[config.mk]
export PLATFORM = sky130hd
export DESIGN_NAME = deco_bcd
export DESIGN_NICKNAME = d
export VERILOG_FILES = /design/src/rtl/deco_bcd_pkg.sv /design/src/rtl/bcd_add3.sv /design/src/rtl/deco_bcd.sv
export SDC_FILE = /design/constraint.sdc
export NUM_CORES = 1
export LEC_CHECK = 0
export ABC_AREA = 1
export CORE_AREA = 8 8 45 47
export DETAILED_ROUTE_END_ITERATION = 10
export DIE_AREA = 0 0 53 55
export DONT_BUFFER_PORTS = 1
export PLACE_DENSITY = 0.46
export SYNTH_ARGS = -nofsm -noshare
export SYNTH_HDL_FRONTEND = slang
export SYNTH_SLANG_ARGS = --single-unit
[constraint.sdc]
create_clock -name clk -period 0.8 [get_ports clk]
set_clock_uncertainty 0.05 [all_clocks]
set_input_delay 0.24 -clock clk [delete_from_list [all_inputs] [get_ports clk]]
set_output_delay 0.24 -clock clk [all_outputs]
set_load 0.005 [all_outputs]
[src/rtl/deco_bcd_pkg.sv]
`default_nettype none
// ============================================================================
// Module   : deco_bcd_pkg
// Brief    : Shared types, defaults and sizing helper for the BCD decoder.
// Revision : 1.0
// ============================================================================
package deco_bcd_pkg;

    typedef logic [3:0] bcd_digit_t;

    localparam int DEFAULT_IN_W = 4;

    // Decimal digit count of the largest IN_W-bit value, i.e. ceil(in_w*log10(2)).
    function automatic int min_digits(input int in_w);
        longint unsigned maxv;
        int              n;
        maxv = (64'd1 << in_w) - 64'd1;
        n    = 1;
        while (maxv >= 64'd10) begin
            maxv = maxv / 64'd10;
            n    = n + 1;
        end
        return n;
    endfunction

endpackage
`default_nettype wire

[src/rtl/bcd_add3.sv]
`default_nettype none
// ============================================================================
// Module   : bcd_add3
// Brief    : Double-dabble correction cell: adds 3 to a digit of 5 or more.
// Revision : 1.0
// ============================================================================
module bcd_add3
    import deco_bcd_pkg::*;
(
    input  logic [3:0] digit_i,
    output logic [3:0] digit_o
);

    bcd_digit_t sum;

    assign sum     = digit_i + 4'd3;
    assign digit_o = (digit_i >= 4'd5) ? sum : digit_i;

endmodule
`default_nettype wire

[src/rtl/deco_bcd.sv]
`default_nettype none
// ============================================================================
// Module   : deco_bcd
// Brief    : Binary to packed-BCD converter, unrolled double dabble, 1-cycle latency.
// Revision : 1.0
// ============================================================================
module deco_bcd
    import deco_bcd_pkg::*;
#(
    parameter int IN_W   = DEFAULT_IN_W,
    parameter int DIGITS = 2
) (
    input  logic                  clk,
    input  logic                  rst_n,
    input  logic                  in_valid,
    input  logic [IN_W-1:0]       data_in,
    output logic                  out_valid,
    output logic [4*DIGITS-1:0]   data_out
);

    localparam int BCD_W = 4 * DIGITS;

    if (DIGITS < min_digits(IN_W)) begin : g_bad_digits
        $error("deco_bcd: DIGITS=%0d too small for IN_W=%0d", DIGITS, IN_W);
    end

    logic [BCD_W-1:0] stage [IN_W+1];
    // Bits shifted out of the top digit; always zero when DIGITS is adequate.
    logic [IN_W-1:0]  unused_msb;

    assign stage[0] = '0;

    for (genvar i = 0; i < IN_W; i++) begin : g_iter
        logic [BCD_W-1:0] corr;

        for (genvar d = 0; d < DIGITS; d++) begin : g_digit
            bcd_add3 u_add3 (
                .digit_i (stage[i][4*d +: 4]),
                .digit_o (corr[4*d +: 4])
            );
        end

        assign stage[i+1]    = {corr[BCD_W-2:0], data_in[IN_W-1-i]};
        assign unused_msb[i] = corr[BCD_W-1];
    end

    logic [BCD_W-1:0] data_d, data_q;
    logic             valid_d, valid_q;

    // The mux keeps data_in out of the register entirely when in_valid is low.
    assign data_d  = in_valid ? stage[IN_W] : data_q;
    assign valid_d = in_valid;

    always_ff @(posedge clk or negedge rst_n) begin
        if (!rst_n) begin
            data_q  <= '0;
            valid_q <= 1'b0;
        end else begin
            data_q  <= data_d;
            valid_q <= valid_d;
        end
    end

    assign data_out  = data_q;
    assign out_valid = valid_q;

endmodule
`default_nettype wire

Yosys cells after proc, flatten, opt, wreduce, memory -nomap -nowiden:

Cells that the tools add are included.

* bits in read-only memories: 0
* register bits: 9
* memory bits (writable): 0
* memories kept: 0
* bits in latches: 0
* logic and storage cells: 17

* add/subtract/negate cells: 5
* bitwise logic cells: 0
* eq/ne operators: 0
* shift-type cells: 0
* $lt $le $gt $ge: 5
* muxes and demuxes: 5
* div/mod/pow operators: 0
* multiply operators: 0
* reduce and logical (&&, ||, !) cells: 0

Operator list (count)
* greater-or-equal comparator 4 x 3 -> 1 bit (second input constant): 3
* two-way mux 4 bit: 3
* adder 4 x 2 -> 4 bit (second input constant): 2
* adder 1 x 2 -> 3 bit (second input constant): 2
* greater-or-equal comparator 1 x 3 -> 1 bit (second input constant): 2
* two-way mux 3 bit: 2
* adder 3 x 2 -> 3 bit (second input constant): 1

Logic depth before layout (Yosys ltp):

* depth after elaboration: 6
* depth in mapped cells: 7
* depth with buffers taken out: 7

Hierarchy:

A second synthesis with hierarchy kept.

* cell total of the unflattened synthesis: 220
* area total of the unflattened synthesis: 1415.1 µm²

Modules (own cells, without submodules)
* bcd_add3: cells an instance 23, instances 8, area each 135.1 µm²
* deco_bcd: cells an instance 36, instances 1, area each 334.1 µm²

Least setup slack after synthesis:

Ideal clock, no wire load.

* kind: in2reg
* from: input port data_in[2]
* to: register data_q[1], in the netlist data_out[1]
* arrival time: 0.745 ns
* slack: -0.112 ns
* required time: 0.633 ns
* stages: 7
* cell sequence: inv_1 > ha_1 > nand2_1 > nand2_1 > nand2_1 > nand3_1 > nand2_1

* cells in the longest elaborated chain, start to end: 4

Ends and longest elaborated chain
* start, declared: line deco_bcd.sv:16 `input logic [IN_W-1:0] data_in,`
* adder 4 x 2 -> 4 bit / greater-or-equal comparator 4 x 3 -> 1 bit (equally long branches): line bcd_add3.sv:16, bcd_add3.sv:17
* two-way mux 4 bit (*): line bcd_add3.sv:17 `assign digit_o = (digit_i >= 4'd5) ? sum : digit_i;`
* greater-or-equal comparator 4 x 3 -> 1 bit (*): line bcd_add3.sv:17
* two-way mux 4 bit (*): line bcd_add3.sv:17
* end signal, assigned: line deco_bcd.sv:59 `data_q <= data_d;`
* end, declared: line deco_bcd.sv:47 `logic [BCD_W-1:0] data_d, data_q;`

Mark *: on every way between the ends. The rest lies on a longest branch, timed or not.
A chain may end at the register's enable or synchronous reset.

Worst setup path in the final report:

* from: register data_q[1], in the netlist data_out[1]
* to: output port data_out[1]

RTL lines
* end, declared: line deco_bcd.sv:18 `output logic [4*DIGITS-1:0] data_out`

No word-level cell between the ends.

==> summary.md <==
| Metric | Value |
|---|---|
| Outcome | `finished with violations` |
| CP arrival | `between 0.6 and 0.7 ns` |
| Seq/Total Area, Yosys | `48.0%` |
| Die width | `roughly 53 um` |
| Filler cell count in the final layout | `approximately 150` |
| Die area | `2920 sq um` |
| Total negative slack | `-0.686 ns` |
| CTS Root Cell | `clkbuf_4` |
| Post-synth top area share | `between 40% and 50%` |
| WP data required | `around 0.5 ns` |
| Post-route cell area | `roughly 420 sq um` |
| Critical path origin | `data_out[1]` |
| Top cell type by total area after synthesis | `dfrtp_1` |
| CTS Buffer Depth | `2` |
| Hold WC Path Type | `in2reg` |
| DR WL/cell | `~12 um` |
| Failing checks | `negative setup slack` |
| CTS Sinks | `6` |
| Setup slack after layout | `-0.119 ns` |
| Pin count of the biggest net entering global routing | `8` |
| Reg2reg path depth | `2` |
| RSZ-0062 raised after global routing | `yes` |
| Initial antenna violation count | `0` |
| Max cap viols | `0` |
| Cts repair resizes | `0` |
| Crit path capture | `data_out[1]` |
| Crit path kind | `reg2out` |
| Most used cells in the layout excluding fill and tap cells | `nand2_1, dfrtp_1, nand3_1` |
| Layout Nets | `55` |
| First-pass GRT wire length | `1.26 mm` |
| Final Cycle Share | `115%` |
| Mapped Area | `313 sq um` |
| Initial Util | `a little under a quarter` |
| Tot Pwr | `712 uW` |
| Syn avg cell area | `7.82 sq um` |
| Yosys Warn Count | `0` |
| Final wirelength | `707 um` |
| Global Route Usage Sum | `between 5 and 6%` |
| CTS H-tree lvls | `1` |
| Ant diodes | `0` |
| Worst vdd rail ir drop | `0.000335 V` |
| Starting DRT DRC Count | `0` |
| DRC violations left | `0` |
| Setup violations, final | `6` |
| Final ANT Viol Nets | `0` |
| Most common cell after layout, fill and taps aside | `nand2_1` |
| Final hold violation count | `0` |
| R2R setup slack | `around 0.1 ns` |
| P&R area growth vs syn | `33.2%` |
| Rows | `14` |
| TritonRoute pass-1 iters | `1` |
| Startpoint Class | `flop` |
| Share of layout cells above drive strength 1 | `between 15 and 20%` |
| Lkg Pwr | `approximately 0.21 nW` |
| GP Congestion | `0.678` |
| Port buffer count | `0` |
| Vias in the first global route | `281` |
| Yosys reg bits | `6` |
| Vias | `~250` |
| Final core utilization | `between 30% and 40%` |
| Area contributors post-synth | `dfrtp_1, nand2_1, ha_1` |
| CP endpoint kind | `output port` |
| R2R Path End | `data_out[3]` |
| I/O pins | `16` |
| Total grt overflow | `0` |
| Num CTS Buffers | `3` |
| Post-DP Area | `374 sq um` |
| CTS tree | `built` |
| DIE HEIGHT | `55 um` |
| Levels on crit path | `0` |
| Distinct cells, synth | `9` |
| Pwr per Cell Area | `1710 nW/um^2` |
| Reg clk slew, reported paths | `about 0.040 ns` |
| Core ar. | `between 1000 and 1500 sq um` |
| Final Max Slew Viols | `0` |
| Post CTS Setup Buffer Count | `0` |
| Min Tclk post-route | `0.919 ns` |
| Worst skew pair latency | `approximately 0.23 ns` |
| DR vias/cell | `approximately 4.2` |
| Post-Synthesis Cells | `40` |
| Achievable clock frequency | `1.09 GHz` |
| Reg-to-reg startpoint | `data_out[3]` |
| Critical path fanouts, max | `2` |
==> how the worst min path moves through the flow <==
stage,from,endpoint,cells past startpoint
final,in_valid,data_out[0],2
after global routing,in_valid,data_out[0],2
after CTS,in_valid,data_out[0],2
after detailed placement,rst_n,data_out[0],0
after global placement,rst_n,data_out[0],0
after floorplan,rst_n,data_out[0],0
==> synthesized netlist by cell type <==
master and number:
conb_1 1, nand3_1 4, ha_1 2, nor2_1 2, nand2_1 18, o21ai_0 1
dfrtp_1 6, buf_4 3, inv_1 3
==> per-stage QoR <==
| stage | setup WS, ns | hold WS, ns | cells |
|---|---|---|---|
| after floorplan | -0.0294 | -0.106 | 42 |
| after global placement | -0.0753 | -0.105 | 55 |
| after detailed placement | -0.0972 | -0.105 | 55 |
| after CTS | -0.130 | 0.0673 | 60 |
| after global routing | -0.156 | 0.0674 | 60 |
| final | -0.119 | 0.0770 | 60 |
==> power breakdown <==
| group | total [mW] | switching [mW] | internal [mW] |
|---|---|---|---|
| clock | 0.266 | 0.0969 | 0.169 |
| sequential | 0.355 | 0.0220 | 0.333 |
| combinational | 0.0912 | 0.0482 | 0.0430 |
| total | 0.712 | 0.167 | 0.545 |
==> state kept, by name, summed over array words and instances, names as in the netlist <==
register,flops
data_out,5
out_valid,1
==> per-layer routing <==
metal | share of wire [%] | GRT usage (%) | vias up
met3 | 18 | 3.48 | 2
met1 | 42 | 7.04 | 108
met5 | 0 | 0 | -
met2 | 39 | 7.23 | 13
met4 | 0.71 | 5.17 | 0
li1 | - | - | 128
==> timing repair <==
action / CTS / global route
hold buffers: 2 / 0
hold endpoints to repair: 7 / 0
endpoints found under the setup margin: 6 / 6
==> logic make-up after synthesis <==
logic type / count (synthesis) / share of synthesized area (%)
simple gates: 24 / 30.4
buf+inv: 6 / 10.8
flops: 6 / 48.0
fa+ha+maj: 2 / 8.00
compound gates: 1 / 1.60
other cells: 1 / 1.20
==> final cells by class <==
cell class | count | area (sq um) | share of cell area [%]
clock buffer | 3 | 22.5 | 5.41
inverter | 3 | 40.0 | 9.61
multi-input combinational | 30 | 164 | 39.3
sequential | 6 | 150 | 36.0
tap | 16 | 20.0 | 4.80
timing repair buffer | 2 | 20.0 | 4.80
Note: power is estimated with default switching activity, not from simulation.
